**config.mk**
```make
export PLATFORM = sky130hd
export DESIGN_NAME = ram_rd_arb
export DESIGN_NICKNAME = d
export VERILOG_FILES = /design/src/rtl/ram_rd_arb.sv
export SDC_FILE = /design/constraint.sdc
export NUM_CORES = 1
export LEC_CHECK = 0
export ABC_AREA = 1
export CORE_MARGIN = 5
export CORE_UTILIZATION = 24
export CTS_CLUSTER_DIAMETER = 150
export DETAILED_ROUTE_END_ITERATION = 8
export PLACE_DENSITY = 0.77
export RECOVER_POWER = 100
export SLEW_MARGIN = 40
export SYNTH_ARGS = -nofsm -noshare
export SYNTH_HDL_FRONTEND = slang
export SYNTH_SLANG_ARGS = --single-unit
```
**constraint.sdc**
```tcl
create_clock -name clk -period 1.3 [get_ports clk]
set_input_delay 0.26 -clock clk [delete_from_list [all_inputs] [get_ports clk]]
set_output_delay 0.26 -clock clk [all_outputs]
set_load 0.01 [all_outputs]
```
**src/rtl/ram_rd_arb.sv**
```systemverilog
`default_nettype none
// ============================================================================
// Module  : ram_rd_arb
// Brief   : Two-requester round-robin read arbiter for a two-port RAM read port,
//           with a tag pipeline that routes returned data to the requester.
// Revision: 1.0 - initial release
// ============================================================================
module ram_rd_arb #(
    parameter int DW              = 8,
    parameter int MD              = 1024,
    parameter int AW              = $clog2(MD),
    parameter int READ_REGISTERED = 1
) (
    input  logic          clk,
    input  logic          rst_n,
    input  logic          clk_en,
    input  logic          req0,
    input  logic          req1,
    input  logic [AW-1:0] adr0,
    input  logic [AW-1:0] adr1,
    output logic          ack0,
    output logic          ack1,
    output logic          ram_rd,
    output logic [AW-1:0] ram_adr,
    input  logic [DW-1:0] ram_dat,
    output logic [DW-1:0] rdat,
    output logic          rvld0,
    output logic          rvld1,
    output logic          busy
);

    localparam int c_LAT = 1 + READ_REGISTERED;

    logic             r_last;
    logic [c_LAT-1:0] r_vld;
    logic [c_LAT-1:0] r_id;

    logic w_grant_ok;
    logic w_ack0;
    logic w_ack1;

    // Holding reset low forces every handshake output inactive.
    assign w_grant_ok = clk_en & rst_n;
    assign w_ack0     = w_grant_ok & req0 & (~req1 | r_last);
    assign w_ack1     = w_grant_ok & req1 & (~req0 | ~r_last);

    assign ack0    = w_ack0;
    assign ack1    = w_ack1;
    assign ram_rd  = w_ack0 | w_ack1;
    assign ram_adr = w_ack1 ? adr1 : adr0;
    assign rdat    = ram_dat;

    assign rvld0 = w_grant_ok & r_vld[c_LAT-1] & ~r_id[c_LAT-1];
    assign rvld1 = w_grant_ok & r_vld[c_LAT-1] &  r_id[c_LAT-1];
    assign busy  = rst_n & (|r_vld);

    // Tag stages track the RAM read latency so each return carries its owner.
    always_ff @(posedge clk) begin
        if (!rst_n) begin
            r_vld  <= '0;
            r_id   <= '0;
            r_last <= 1'b1;
        end else if (clk_en) begin
            r_vld[0] <= w_ack0 | w_ack1;
            r_id[0]  <= w_ack1;
            for (int i = 1; i < c_LAT; i++) begin
                r_vld[i] <= r_vld[i-1];
                r_id[i]  <= r_id[i-1];
            end
            if (w_ack0 | w_ack1) begin
                r_last <= w_ack1;
            end
        end
    end

endmodule
`default_nettype wire

```
==> metrics.txt, run 1 <==
cells on worst reg2reg path 10; Worst Tran Pin Value 0.187 ns; Yosys Warn Count 0; final hold viol count 0; max_slew headroom 87.5%; Gate Count Post-Synth 75; cell count after placement 137; largest net degree at the start of global routing 12; GPL Wtd Cong 0.731; proportion of layout cells with a drive suffix above 1 45.5%; post-route setup slack -0.0577 ns; TritonRoute pass-1 iters 1; Pwr Total 572 uW; most frequent cell after synthesis nand2_1; Synth area leaders nand2_1, dfxtp_1, buf_4, inv_1, buf_6; Reg2Reg Setup Slack 0.10 ns; worst r2r dst r_vld[0]; RSZ-0062 raised after global routing true; CTS tree done; DR DRC count 0; Worst Hold Depth 3; XOR/XNOR share of the synthesized area 0%; # IOs 57; Top Layer Used met3; Buffers on Ports 40; die area 0.00277 sq mm; cell taking the most area after synthesis nand2_1; initial antenna violation count 0; WL met1 581 um; flops & latches, synth 5; Final Max Slew Viols 0; Clock Path Buffers 2; Routed WL per cell 10.9 um; hold endpoint r_vld[1]; number of synthesized flops with an enable pin 0; maximum vdd ir drop 0.493 mV; Initial Util 25.3%; antenna cells 0; Total Wirelength 1610 um; worst-skew pair later-pin latency 0.24 ns; Worst EP required 1.04 ns; Yosys top cell area share 31.8%; placed wire-length estimate 1170 um; crit-path max FO 3; # rows 15; Routed met3 length 142 um; Most used DFF post-synth dfxtp_1; clk sinks 5; largest family of logic cells by synthesized area simple AND/OR/NAND/NOR gates; remaining global-route overflow 0; crit path time final 1.36 ns; vias in the first global route 579; syn_nets 108; Power Density 601 mW/mm^2; register area share after synthesis 22.9%; Vias/cell 4.08; Reg2Reg Launch Point r_last; total CTS buffers 3; drt initial violations 0; Worst Path Arrival 1.10 ns; DRT antenna net count 0; Total GRT Usage 11.4%; maxcap violations 0; Syn Area/Cell 5.82 sq um; Reg clk slew, reported paths 0.04 ns; final period utilization 104%; Async S/R FF share, synth 0%; hold wc startpoint clk_en; fmax 737 MHz; fin cells 148; status finished with violations; Critical Path Source Type input pin; Max H-tree Level 1; Core Box Area 0.00173 sq mm; top cells by count, synth nand2_1, inv_1, buf_4, dfxtp_1; cell area after synthesis 437 sq um; hold buffers post-CTS 0; Root Driver clkbuf_4; Syn-to-layout area delta 118%; Yosys cell types 17; failing checks negative setup slack; Synth Area in Simple Gates 43.8%; final net count 157; DR vias 604; pre-CTS WS -0.816 ns; Hold Crit Class input pin to flip-flop; Crit Path Category input pin to output port; die width 52.7 um; Max Clock Skew 0.00407 ns; area share of fa/ha/maj cells after synthesis 0%; final setup violation count 12; Pleak 0.000493 uW; metal2 WL 888 um; Die H 52.7 um; first-pass GRT wire length 2390 um; CP Capture Type output port; complex-gate fraction of the synthesized area 7.16%; mux cell area share after synthesis 0%
## layout by cell type, fill, tap and decap left out, drive strengths merged, types with 2 or more instances in the layout
cell type and count:
clkdlybuf4s50 20, dfxtp 5, inv 10, nor3 2
nand2 39, clkbuf 8, nand3 2, nor2 2
buf 28, o21ai 2
## per-layer routing
metal | global-route usage, % | vias up
li1 | - | 315
met1 | 10.8 | 263
met2 | 22.5 | 26
met3 | 2.56 | 0
met4 | 5.53 | 0
met5 | 0 | -
## power by group
| group | leakage (uW) | internal [uW] | switching (uW) | total [uW] |
|---|---|---|---|---|
| registers | 0.0000404 | 161 | 3.45 | 164 |
| logic | 0.000438 | 139 | 92.3 | 232 |
| clock network | 0.0000150 | 116 | 60.6 | 176 |
## cell families (layout without fill, tap and decap cells)
group | count (synthesis) | count (layout)
flip-flops | 5 | 5
AND/OR/NAND/NOR | 45 | 45
AO/OA/AOI/OAI | 5 | 5
buffers and inverters | 20 | 68
## flip-flops by register name, indices dropped and copies added (netlist names)
signal,count
r_last,1
r_vld,2
r_id,2
## through the flow
step                      utilization (%)  TNS (ns)  cell area (sq um)  hold WS [ns]
after detailed placement             48.9    -12.61                845         0.475
final                                55.1    -0.497                952         0.319
after global routing                 55.1     -1.21                952         0.330
after CTS                            52.8    -0.567                911         0.323
after floorplan                         -         0                437         0.358
after global placement               48.9    -11.93                845         0.460
## critical path, stage by stage
cell	delay [ns]
buf_2	0.12
nand2_4	0.07
buf_4	0.13
nor2_1	0.16
nand2_2	0.10
inv_1	0.06
clkdlybuf4s15_2	0.21
## worst max path at each step
| stage | from | endpoint | cells after the start |
|---|---|---|---|
| 6_report | rst_n | ack0 | 7 |
| 5_1_grt | r_last | ram_adr[6] | 6 |
| 4_1_cts | r_last | ram_adr[6] | 6 |
| 3_5_place_dp | clk_en | ram_adr[5] | 8 |
| 3_3_place_gp | clk_en | ram_adr[5] | 8 |
| 2_1_floorplan | rst_n | ram_adr[0] | 7 |
## final cells by class
class                      instances  area, sq um
clock buffer                       4         26.3
fill                             186          774
inverter                          10         42.5
multi-input combinational         50          280
sequential                         5          101
tap                               25         31.3
timing repair buffer              54          470
## timing repair
action	in CTS	in global routing
gates resized for setup	91	16
setup endpoints to repair	16	15
pin swaps	6	3
setup buffers	6	0
cloned	1	0
Power figures use the tool's default switching activity.
==> run 2: changes to the inputs <==
--- a/config.mk
+++ b/config.mk
@@ -6,13 +6,15 @@
 export NUM_CORES = 1
 export LEC_CHECK = 0
 export ABC_AREA = 1
+export CELL_PAD_IN_SITES_DETAIL_PLACEMENT = 0
+export CELL_PAD_IN_SITES_GLOBAL_PLACEMENT = 1
 export CORE_MARGIN = 5
-export CORE_UTILIZATION = 24
+export CORE_UTILIZATION = 14
 export CTS_CLUSTER_DIAMETER = 150
 export DETAILED_ROUTE_END_ITERATION = 8
-export PLACE_DENSITY = 0.77
+export PLACE_DENSITY_LB_ADDON = 0.1
 export RECOVER_POWER = 100
-export SLEW_MARGIN = 40
+export SLEW_MARGIN = 20
 export SYNTH_ARGS = -nofsm -noshare
 export SYNTH_HDL_FRONTEND = slang
 export SYNTH_SLANG_ARGS = --single-unit
==> run 2 against run 1 <==
The run still ends with negative setup slack left. Hold slack gained 0.066 ns. First-iteration DRC count grew 18. Combinational power shrank 3%. Core utilization shrank 23 points. Cell count grew 13%. Critical path depth shrank 1. Count of clock-buffer cells in the layout is the same. Wire length grew 4.7%. Sequential share of layout area shrank 0.083 points. Via count shrank 2.2%. Register-to-register slack gained 0.10 ns. Non-clock buffer count is the same. Critical path type is now flip-flop to output port. Critical endpoint is now ram_adr[8].
==> metrics.txt, run 2 (same netlist as run 1, synthesis figures left out) <==
crit path time final 1.35 ns (was 1.36 ns); cell family with the largest share of critical-path delay flip-flops (was buffers and inverters); final net count 157 (unchanged); Hold Crit Class input pin to flip-flop (unchanged); DR vias 591 (was 604); worst-skew pair later-pin latency 0.24 ns (about the same); hold buffers post-CTS 0 (unchanged); Critical Path Source Type flip-flop (was input pin); most used cell, CP nand2_1; Worst EP required 1.04 ns (about the same); slowest stage cell, crit path dfxtp_2 (was clkdlybuf4s15_2); Power Density 594 mW/mm^2 (was 601 mW/mm^2); Clock Power Share 31.8% (was 30.8%); crit path cell chain nand2_2 -> nand2_4 -> buf_8 -> nand2_1 -> nand2_1 -> buf_2 (was buf_2 -> nand2_4 -> buf_4 -> nor2_1 -> nand2_2 -> inv_1 -> clkdlybuf4s15_2); max_slew headroom 90.5% (was 87.5%); Root Driver clkbuf_4 (unchanged); crit-path max FO 6 (was 3); die width 65.9 um (was 52.7 um); P_int 410 uW (was 416 uW); TritonRoute pass-1 iters 2 (was 1); largest net degree at the start of global routing 12 (unchanged); RSZ-0062 raised after global routing true (unchanged); Total GRT Usage 7.65% (was 11.4%); initial antenna violation count 0 (unchanged); Max H-tree Level 1 (unchanged); Buf/Inv on CP 2 (was 4); Core Box Area 0.00303 sq mm (was 0.00173 sq mm); remaining global-route overflow 0 (unchanged); drt initial violations 18 (was 0); DR DRC count 0 (unchanged); Worst Tran Pin Value 0.142 ns (was 0.187 ns); Buffers on Ports 40 (unchanged); Final Max Slew Viols 0 (unchanged); biggest regs r_id: 2 flops, r_vld: 2 flops, r_last: 1 flops (unchanged); Total Wirelength 1690 um (was 1610 um); vias in the first global route 607 (was 579); most frequent cells in the layout nand2_1, clkdlybuf4s50_1, buf_2 (was nand2_1, clkdlybuf4s50_1, buf_4); CP Launch Point r_last (was rst_n); fmax 740 MHz (was 737 MHz); Vias/cell 3.54 (was 4.08); clk sinks 5 (unchanged); post-route setup slack -0.0510 ns (was -0.0577 ns); status finished with violations (unchanged); Reg clk slew, reported paths 0.04 ns (about the same); fin cells 167 (was 148); maximum vdd ir drop 0.373 mV (was 0.493 mV); placed wire-length estimate 1270 um (was 1170 um); first-pass GRT wire length 2610 um (was 2390 um); Sw Pwr 160 uW (was 156 uW); most common cell after layout, fill and taps aside nand2_1 (unchanged); Die H 65.9 um (was 52.7 um); maxcap violations 0 (unchanged); Logic pwr share 39.4% (was 40.5%); antenna cells 0 (unchanged); Routed WL per cell 10.1 um (was 10.9 um); Syn-to-layout area delta 120% (was 118%); Max Clock Skew 0.00347 ns (was 0.00407 ns); Net Sw Frac 28.1% (was 27.3%); # rows 20 (was 15); Crit Path Category flip-flop to output port (was input pin to output port); # IOs 57 (unchanged); hold wc startpoint rst_n (was clk_en); GPL Wtd Cong 0.683 (was 0.731); proportion of layout cells with a drive suffix above 1 43.1% (was 45.5%); final period utilization 104% (about the same); Worst Path Arrival 1.09 ns (was 1.10 ns); Pleak 0.000488 uW (was 0.000493 uW); failing checks negative setup slack (unchanged); Reg2Reg Launch Point r_last (unchanged); Initial Util 14.4% (was 25.3%); total CTS buffers 3 (unchanged); final setup TNS -0.467 ns (was -0.497 ns); CP max stage delay 0.32 ns (was 0.21 ns); Clock Path Buffers 2 (unchanged); CTS tree done (unchanged); CP Capture Type output port (unchanged); Seq pwr share 28.7% (about the same); DRT antenna net count 0 (unchanged); final setup violation count 10 (was 12); final hold viol count 0 (unchanged); die area 0.00434 sq mm (was 0.00277 sq mm); cell count after placement 158 (was 137)
[run 2: worst reg2reg max path: stages (launching register included)]
cell	delay, ns
dfxtp_2	0.32
nand2_2	0.06
nand2_4	0.12
buf_16	0.15
buf_4	0.11
buf_4	0.10
nand3_1	0.06
nand2_1	0.05
inv_1	0.03
[run 2: routing by layer]
| layer | global-route usage, % | wire length [um] |
|---|---|---|
| met1 | 8.78 | 728 |
| met5 | 0 | 0 |
| met4 | 3.89 | 9 |
| met2 | 12.4 | 706 |
| met3 | 2.72 | 242 |
[run 2: what timing repair did]
item	CTS	global route
cloned	1	0
endpoints found under the setup margin	16	13
pin swaps	5	6
resized for setup	90	14
setup buffers	4	0
[run 2: path summary, 6_finish.rpt]
check        depth (start not counted)          to  slack, ns
max                                  6  ram_adr[8]      -0.05
min reg2reg                          2     r_id[0]       0.47
max reg2reg                          8    r_vld[0]       0.20
min                                  4    r_vld[0]       0.38
[run 2: per-stage QoR]
stage          setup slack (ns)  total power (uW)  util, %  hold WS (ns)  instance area (sq um)
2_1_floorplan             0.225               258        -         0.358                    437
3_3_place_gp             -0.796               386     29.2         0.462                    883
3_5_place_dp             -0.789               384     29.2         0.471                    883
4_1_cts                 -0.0766               572     30.5         0.376                    923
5_1_grt                  -0.134               608     31.7         0.413                    960
6_report                -0.0510               570     31.7         0.385                    960
[run 2: cell type report]
cell class / instances / area (sq um)
Tap cell: 44 / 55.1
Timing Repair Buffer: 54 / 449
Sequential cell: 5 / 101
Clock buffer: 4 / 26.3
Multi-Input combinational cell: 50 / 285
Inverter: 10 / 42.5
Fill cell: 342 / 2070
[run 2: power by group through the flow]
stage               clock network (uW)  registers (uW)  logic, uW
finish                             181             164        225
global route                       198             165        245
CTS                                193             164        215
detailed placement                   0             166        218
global placement                     0             166        220
floorplan                            0             165       92.1
